### config.mk
export PLATFORM = sky130hd
export DESIGN_NAME = ofmap_piso_db
export DESIGN_NICKNAME = d
export VERILOG_FILES = /design/src/rtl/ofmap_piso_pkg.sv /design/src/rtl/piso_hold_reg.sv /design/src/rtl/ofmap_piso_db.sv
export SDC_FILE = /design/constraint.sdc
export NUM_CORES = 1
export LEC_CHECK = 0
export CAP_MARGIN = 20
export CELL_PAD_IN_SITES_DETAIL_PLACEMENT = 0
export CELL_PAD_IN_SITES_GLOBAL_PLACEMENT = 1
export CORE_UTILIZATION = 45
export CTS_BUF_LIST = sky130_fd_sc_hd__clkbuf_4
export DETAILED_ROUTE_END_ITERATION = 16
export PLACE_DENSITY_LB_ADDON = 0.1
export SKIP_CTS_REPAIR_TIMING = 1
export SYNTH_ARGS = -nofsm -noshare
export SYNTH_HDL_FRONTEND = slang
export SYNTH_SLANG_ARGS = --single-unit
export TNS_END_PERCENT = 1
### constraint.sdc
create_clock -name clk -period 4.4 [get_ports clk]
set_input_delay 1.32 -clock clk [delete_from_list [all_inputs] [get_ports clk]]
set_output_delay 1.32 -clock clk [all_outputs]
set_load 0.005 [all_outputs]
### src/rtl/ofmap_piso_pkg.sv
// Shared types and helpers for the ofmap parallel-in/serial-out unchainer.
package ofmap_piso_pkg;

  typedef enum logic {
    S_EMPTY = 1'b0,
    S_SHIFT = 1'b1
  } sh_state_e;

  // A lane count of zero or above the lane total means "all lanes".
  function automatic int clamp_lanes(input int n, input int oc0);
    return (n == 0 || n > oc0) ? oc0 : n;
  endfunction

endpackage

### src/rtl/piso_hold_reg.sv
// Holding register for one chained word plus its lane count, with a valid flag.
module piso_hold_reg #(
  parameter int W  = 128,
  parameter int CW = 3
) (
  input  logic          clk,
  input  logic          rst_n,
  input  logic          load,
  input  logic          unload,
  input  logic [W-1:0]  d_dat,
  input  logic [CW-1:0] d_cnt,
  output logic [W-1:0]  q_dat,
  output logic [CW-1:0] q_cnt,
  output logic          full
);

  // A load in the same cycle as an unload wins, so the new word stays held.
  always_ff @(posedge clk) begin
    if (!rst_n) begin
      full  <= 1'b0;
      q_dat <= '0;
      q_cnt <= '0;
    end else if (load) begin
      full  <= 1'b1;
      q_dat <= d_dat;
      q_cnt <= d_cnt;
    end else if (unload) begin
      full  <= 1'b0;
    end
  end

endmodule

### src/rtl/ofmap_piso_db.sv
// Double-buffered unchainer: takes OC0-lane chained words and emits one lane per beat.
//   state   | meaning
//   S_EMPTY | shifter holds no word, out_vld low
//   S_SHIFT | shifter presents lane[idx] of the current word
module ofmap_piso_db
  import ofmap_piso_pkg::*;
#(
  parameter int DATA_WID = 32,
  parameter int OC0      = 4,
  parameter int CNT_WID  = $clog2(OC0 + 1)
) (
  input  logic                    clk,
  input  logic                    rst_n,
  input  logic                    in_vld,
  output logic                    in_rdy,
  input  logic [DATA_WID*OC0-1:0] in_dat,
  input  logic [CNT_WID-1:0]      in_num_lanes,
  output logic [DATA_WID-1:0]     out_dat,
  output logic                    out_vld,
  input  logic                    out_rdy,
  output logic                    out_last,
  output logic                    busy
);

  sh_state_e                 state, state_nxt;
  logic [DATA_WID*OC0-1:0]   hold_dat, sh_dat;
  logic [CNT_WID-1:0]        hold_cnt, in_cnt, sh_n, idx, idx_nxt;
  logic [DATA_WID-1:0]       lane_sel;
  logic                      hold_full, hold_xfer, in_fire, out_fire, sh_full, sh_load;

  assign in_cnt    = CNT_WID'(clamp_lanes(int'(in_num_lanes), OC0));
  assign sh_full   = (state == S_SHIFT);
  assign out_vld   = sh_full;
  assign out_last  = sh_full && (idx == sh_n - CNT_WID'(1));
  assign out_fire  = out_vld && out_rdy;
  // in_rdy depends combinationally on out_rdy through hold_xfer; this path is intended.
  assign hold_xfer = hold_full && (!sh_full || (out_fire && out_last));
  assign in_rdy    = rst_n && (!hold_full || hold_xfer);
  assign in_fire   = in_vld && in_rdy;
  assign busy      = hold_full || sh_full;

  piso_hold_reg #(
    .W  (DATA_WID*OC0),
    .CW (CNT_WID)
  ) u_hold (
    .clk    (clk),
    .rst_n  (rst_n),
    .load   (in_fire),
    .unload (hold_xfer),
    .d_dat  (in_dat),
    .d_cnt  (in_cnt),
    .q_dat  (hold_dat),
    .q_cnt  (hold_cnt),
    .full   (hold_full)
  );

  always_ff @(posedge clk) begin
    if (!rst_n) begin
      state  <= S_EMPTY;
      idx    <= '0;
      sh_dat <= '0;
      sh_n   <= '0;
    end else begin
      state <= state_nxt;
      idx   <= idx_nxt;
      if (sh_load) begin
        sh_dat <= hold_dat;
        sh_n   <= hold_cnt;
      end
    end
  end

  always_comb begin
    state_nxt = state;
    idx_nxt   = idx;
    sh_load   = 1'b0;
    case (state)
      S_EMPTY: begin
        if (hold_xfer) begin
          sh_load   = 1'b1;
          idx_nxt   = '0;
          state_nxt = S_SHIFT;
        end
      end
      S_SHIFT: begin
        if (out_fire) begin
          if (!out_last) begin
            idx_nxt = idx + CNT_WID'(1);
          end else if (hold_xfer) begin
            sh_load = 1'b1;
            idx_nxt = '0;
          end else begin
            state_nxt = S_EMPTY;
          end
        end
      end
      default: state_nxt = S_EMPTY;
    endcase
  end

  always_comb begin
    lane_sel = '0;
    for (int k = 0; k < OC0; k++) begin
      if (idx == CNT_WID'(k)) lane_sel = sh_dat[k*DATA_WID +: DATA_WID];
    end
  end

  assign out_dat = sh_full ? lane_sel : '0;

endmodule

# Word-level counts from Yosys, hierarchy flattened
# Cells that the tools add are included.
# word_totals
reg_bits	267
inputBits	135
output_inout_bits	36
elab_cells	50
# op_classes
n_addsub	2
order_cmp	1
eq_ne	5
muxes	19
bitwise_logic	1
reduce_logical	15
# op_table
op	count
$mux W32	5
$mux W3	4
$mux W1	7
$eq A3 B2 Y1 const B	2
$logic_and A1 B1 Y1	6
$logic_not A3 Y1	2
$pmux W3 S2	1
$logic_or A1 B1 Y1	4
$pmux W1 S2	2
$add A3 B1 Y3 const B	1
$eq A3 B1 Y1 const B	1
$eq A3 B3 Y1	1
$gt A3 B3 Y1 const B	1
$sub A3 B1 Y3 const B	1
$logic_not A1 Y1	2
$ne A2 B1 Y1 const B	1
$reduce_bool A2 Y1	1
$not A1 Y1	1

# Longest topological paths before layout
# logic_depth
depth_word	10
depth_mapped	9
ltp_nobuf	6

# Cells and area by module
# A second synthesis with hierarchy kept.
# unflattened
cells_unflattened	1214
hier_area_um2	11163.2
# by_module_without_submodules
mod	n_inst	cells_per_inst	area_per_inst_um2	seq_area_each_um2
ofmap_piso_db	1	789	6144.6	2702.6
piso_hold_reg	1	425	5018.6	2642.5

# Least setup slack after synthesis
# OpenSTA, ideal clock, no wires.
# synth_timing
path_type	input-to-output
from	input rst_n
to	output in_rdy
arrival_time_ns	2.200
required_ns	3.080
setup_slack_ns	0.880
stages	4
path_buffers	3
cell_sequence	clkbuf_1 -> clkbuf_1 -> clkbuf_1 -> nor2b_1
# synth_between
elab_chain_cells	1
# synth_lines
item	line_no	text
start: declaration	ofmap_piso_db.sv:13	input logic rst_n,
$logic_and A1 B1 Y1	ofmap_piso_db.sv:38	assign in_rdy = rst_n && (!hold_full || hold_xfer);
end: declaration	ofmap_piso_db.sv:15	output logic in_rdy,
# Every way passes these cells.

# Worst setup path after layout
# layout_timing
from	register idx[1]
to	output out_dat[30]
# layout_between
elab_chain_cells	6
elab_cells_between_ends	9
classes_between	eq/ne (3); mux (5); reduce/logical (1)
# layout_lines
item	line_no	text
start: declaration	ofmap_piso_db.sv:27	logic [CNT_WID-1:0] hold_cnt, in_cnt, sh_n, idx, idx_nxt;
start signal: assignment	ofmap_piso_db.sv:65	idx <= idx_nxt;
$logic_not A3 Y1	ofmap_piso_db.sv:104	if (idx == CNT_WID'(k)) lane_sel = sh_dat[k*DATA_WID +: DATA_WID];
$mux W32 (3 in series)	ofmap_piso_db.sv:104	
$mux W32 *	ofmap_piso_db.sv:104	
$mux W32 *	ofmap_piso_db.sv:108	assign out_dat = sh_full ? lane_sel : '0;
end: declaration	ofmap_piso_db.sv:18	output logic [DATA_WID-1:0] out_dat,
# Every way passes the cells marked *; elsewhere a longest branch is shown, timed or not.

==> results.tsv <==
metric	value	unit
outcome	finished, final reports clean	
clock skew	0.04168	ns
Initial DRC Count	489	
final WL	28780	um
HPWL after DPL	18610	um
area grow syn2layout	25.69	%
Data required, critical path	3.08	ns
GP Congestion	0.8218	
DRT antenna net count	0	
I/O Buffers	170	
CTS tree	yes	
vias in the first global route	9043	
largest net degree at the start of global routing	268	
Max Root-Sink Buffers	3	
Mapped Avg Cell Area	8.384	um2
Yosys cell types	34	
Seq/Total Area, Yosys	47.08	%
Post-Syn Area	0.01135	mm2
CTS H-tree depth	3	
CP max stage cell	clkdlybuf4s50_1	
post-route DRC violation count	0	
core area	0.02453	mm2
Slew @ Worst Pin	1.250	ns
f_max	231.7	MHz
Routed WL per cell	15.23	um
share of cells above drive strength 1	9.783	%
Pwr per Cell Area	372.8	mW/mm2
Rows	57	
Fin Hold WS	0.4347	ns
syn_nets	1496	
grt ovf	0	
Hold Path Class	flip-flop to flip-flop	
Final Hold Vio Count	0	
worst-skew pair later-pin latency	0.66	ns
Slew Viols, Final	0	
final critical-path required period	4.316	ns
Setup CP Type	flip-flop to output port	
Worst Slack Setup Final	0.08355	ns
final worst path period share	98.10	%
met3 GRT Util	5.062	%
RSZ-0062 raised after global routing	yes	
layer with the highest usage	met2	
post-layout util	58.16	%
Nets	1664	
GRT Total Usage	21.99	%
number of CTS-inserted buffers	73	
io pins	171	
CTS Root Cell	clkbuf_4	
GR Layer Usage met1	27.48	%
fill count	2325	
M2 GR Usage	37.27	%
vias	9244	
Critical Path Max Stage Delay	0.54	ns
vias per cell	4.891	
CP endpoint kind	output port	
Max-cap violations	0	
crit path launch type	flip-flop	
LEAKAGE	5.808	nW
Die Ht	160.8	um
post-synthesis cell count	1354	
Synthesis Warnings	0	
final setup fails	0	
# clock sinks	267	
#FFs+latches synth	267	
Die Area	0.02587	mm2
drt pass-1 iters	5	
Slew headroom	16.67	%
CP Max Fanout	14	
die width	160.8	um
Place WS	0.3264	ns
worst path cell trace	inv_1 > ha_1 > nor3b_4 > buf_4 > clkbuf_16 > a22oi_1 > a211o_1 > a21oi_1 > clkdlybuf4s50_1	
CTS clk-pin slew, worst paths	0.06	ns
Starting Density	46.27	%
crit path DAT	3.00	ns
TNS Setup	0	ns
global-route wire length before repair	45040	um
Max IR drop VDD	0.2425	mV
initial antenna violation count	2	
[layout by cell type (no fill, tap or decap), types with 2 or more instances in the layout]
cell,instances
a211o_1,32
a21boi_0,41
a21boi_1,90
a21oi_1,22
a21oi_2,10
a22o_1,2
a22oi_1,32
buf_12,10
buf_4,9
clkbuf_4,108
clkdlybuf4s50_1,167
clkinv_1,7
dfxtp_1,266
diode_2,2
dlymetal6s2s_1,2
ha_1,6
inv_1,136
mux2i_1,131
nand2_1,428
nand2b_1,2
nor2_1,33
nor2b_1,3
o21a_1,2
xor2_1,2
[kinds of logic (layout without fill, tap and decap cells)]
kind of cell,count (synthesis),in the layout,synth area share [%]
AOI/OAI and AO/OA,237,237,15.50
xor gates and xnor gates,3,3,0.3527
adders and majority gates,7,7,0.7715
buffers and inverters,234,444,8.685
DFF,267,267,47.08
muxes,132,132,11.65
other,0,2,0
and+or+nand+nor,474,474,15.96
[cell usage after synthesis, drive strengths merged]
| master | count | area share (%) |
|---|---|---|
| nor2b | 4 | 0.22 |
| xor2 | 2 | 0.15 |
| and4 | 1 | 0.077 |
| a31oi | 1 | 0.055 |
| ha | 7 | 0.77 |
| nor3b | 1 | 0.066 |
| a41o | 1 | 0.088 |
| a21boi | 131 | 8.7 |
| a211o | 32 | 2.5 |
| or2 | 1 | 0.055 |
| a22oi | 32 | 2.1 |
| nand2b | 3 | 0.17 |
| xnor3 | 1 | 0.20 |
| inv | 136 | 4.5 |
| a41oi | 3 | 0.36 |
| mux2i | 131 | 12 |
| dfxtp | 267 | 47 |
| a21oi | 32 | 1.4 |
| and2 | 1 | 0.055 |
| nand3 | 1 | 0.044 |
| a22o | 2 | 0.15 |
| clkbuf | 60 | 2.0 |
| o21a | 2 | 0.13 |
| clkinv | 1 | 0.033 |
| mux2 | 1 | 0.099 |
| buf | 37 | 2.2 |
| o21ai | 1 | 0.044 |
| nand2 | 428 | 14 |
| nor2 | 34 | 1.1 |
[where the power goes]
part	leakage, nW	switching (W)	internal [W]	total (W)
sequential	2.19	0.0000758	0.00255	0.00263
clock	0.529	0.000966	0.00117	0.00213
combinational	3.09	0.000274	0.000285	0.000560
[final cells by class]
| cell class | count | area [um2] | share of cell area (%) |
|---|---|---|---|
| Sequential cell | 267 | 5349 | 37.49 |
| Clock buffer | 108 | 810.8 | 5.682 |
| Tap cell | 324 | 405.4 | 2.841 |
| Inverter | 137 | 514.2 | 3.604 |
| Timing Repair Buffer | 190 | 2001 | 14.02 |
| Antenna cell | 2 | 5.005 | 0.03508 |
| Multi-Input combinational cell | 853 | 5122 | 35.90 |
| Clock inverter | 9 | 61.31 | 0.4297 |
[flip-flops by register name, summed over array words and instances (netlist names)]
signal,flops
u_hold.full,1
idx,3
u_hold.q_dat,128
sh_dat,128
out_vld,1
sh_n,3
u_hold.q_cnt,3
[routing by layer]
metal  part of all wire (%)  vias up
met5                      0        -
met4                    1.6        0
met3                    4.7       37
met2                     48      206
met1                     45     4298
li1                       -     4703
[worst paths after layout]
check,endpoint,slack [ns],cells past startpoint,start
worst min register to register,sh_n[2]$_SDFFE_PN0P_,0.43,2,u_hold.q_cnt[2]$_SDFFE_PN0P_
worst max-delay path,out_dat[30],0.08,9,idx[1]$_SDFFE_PN0P_
worst min-delay path,sh_n[2]$_SDFFE_PN0P_,0.43,2,u_hold.q_cnt[2]$_SDFFE_PN0P_
worst max register to register,sh_dat[83]$_SDFFE_PN0P_,1.71,7,sh_n[0]$_SDFFE_PN0P_
[worst max-delay path: cells and delay by family (launching register included)]
family / cells / cell delay [ns]
flops: 1 / 0.36
compound gates: 3 / 0.61
fa+ha+maj: 1 / 0.23
simple gates: 1 / 0.22
buf+inv: 4 / 0.94
[per-stage QoR]
stage                     total power, W  instance area [um2]  instances
after global routing            0.005594                14270       1889
after floorplan                 0.002985                11350       1354
after detailed placement        0.003230                13280       1767
final                           0.005319                14270       1890
after global placement          0.003223                13280       1767
after CTS                       0.005381                14150       1884
(Power assumes the default switching activity.)
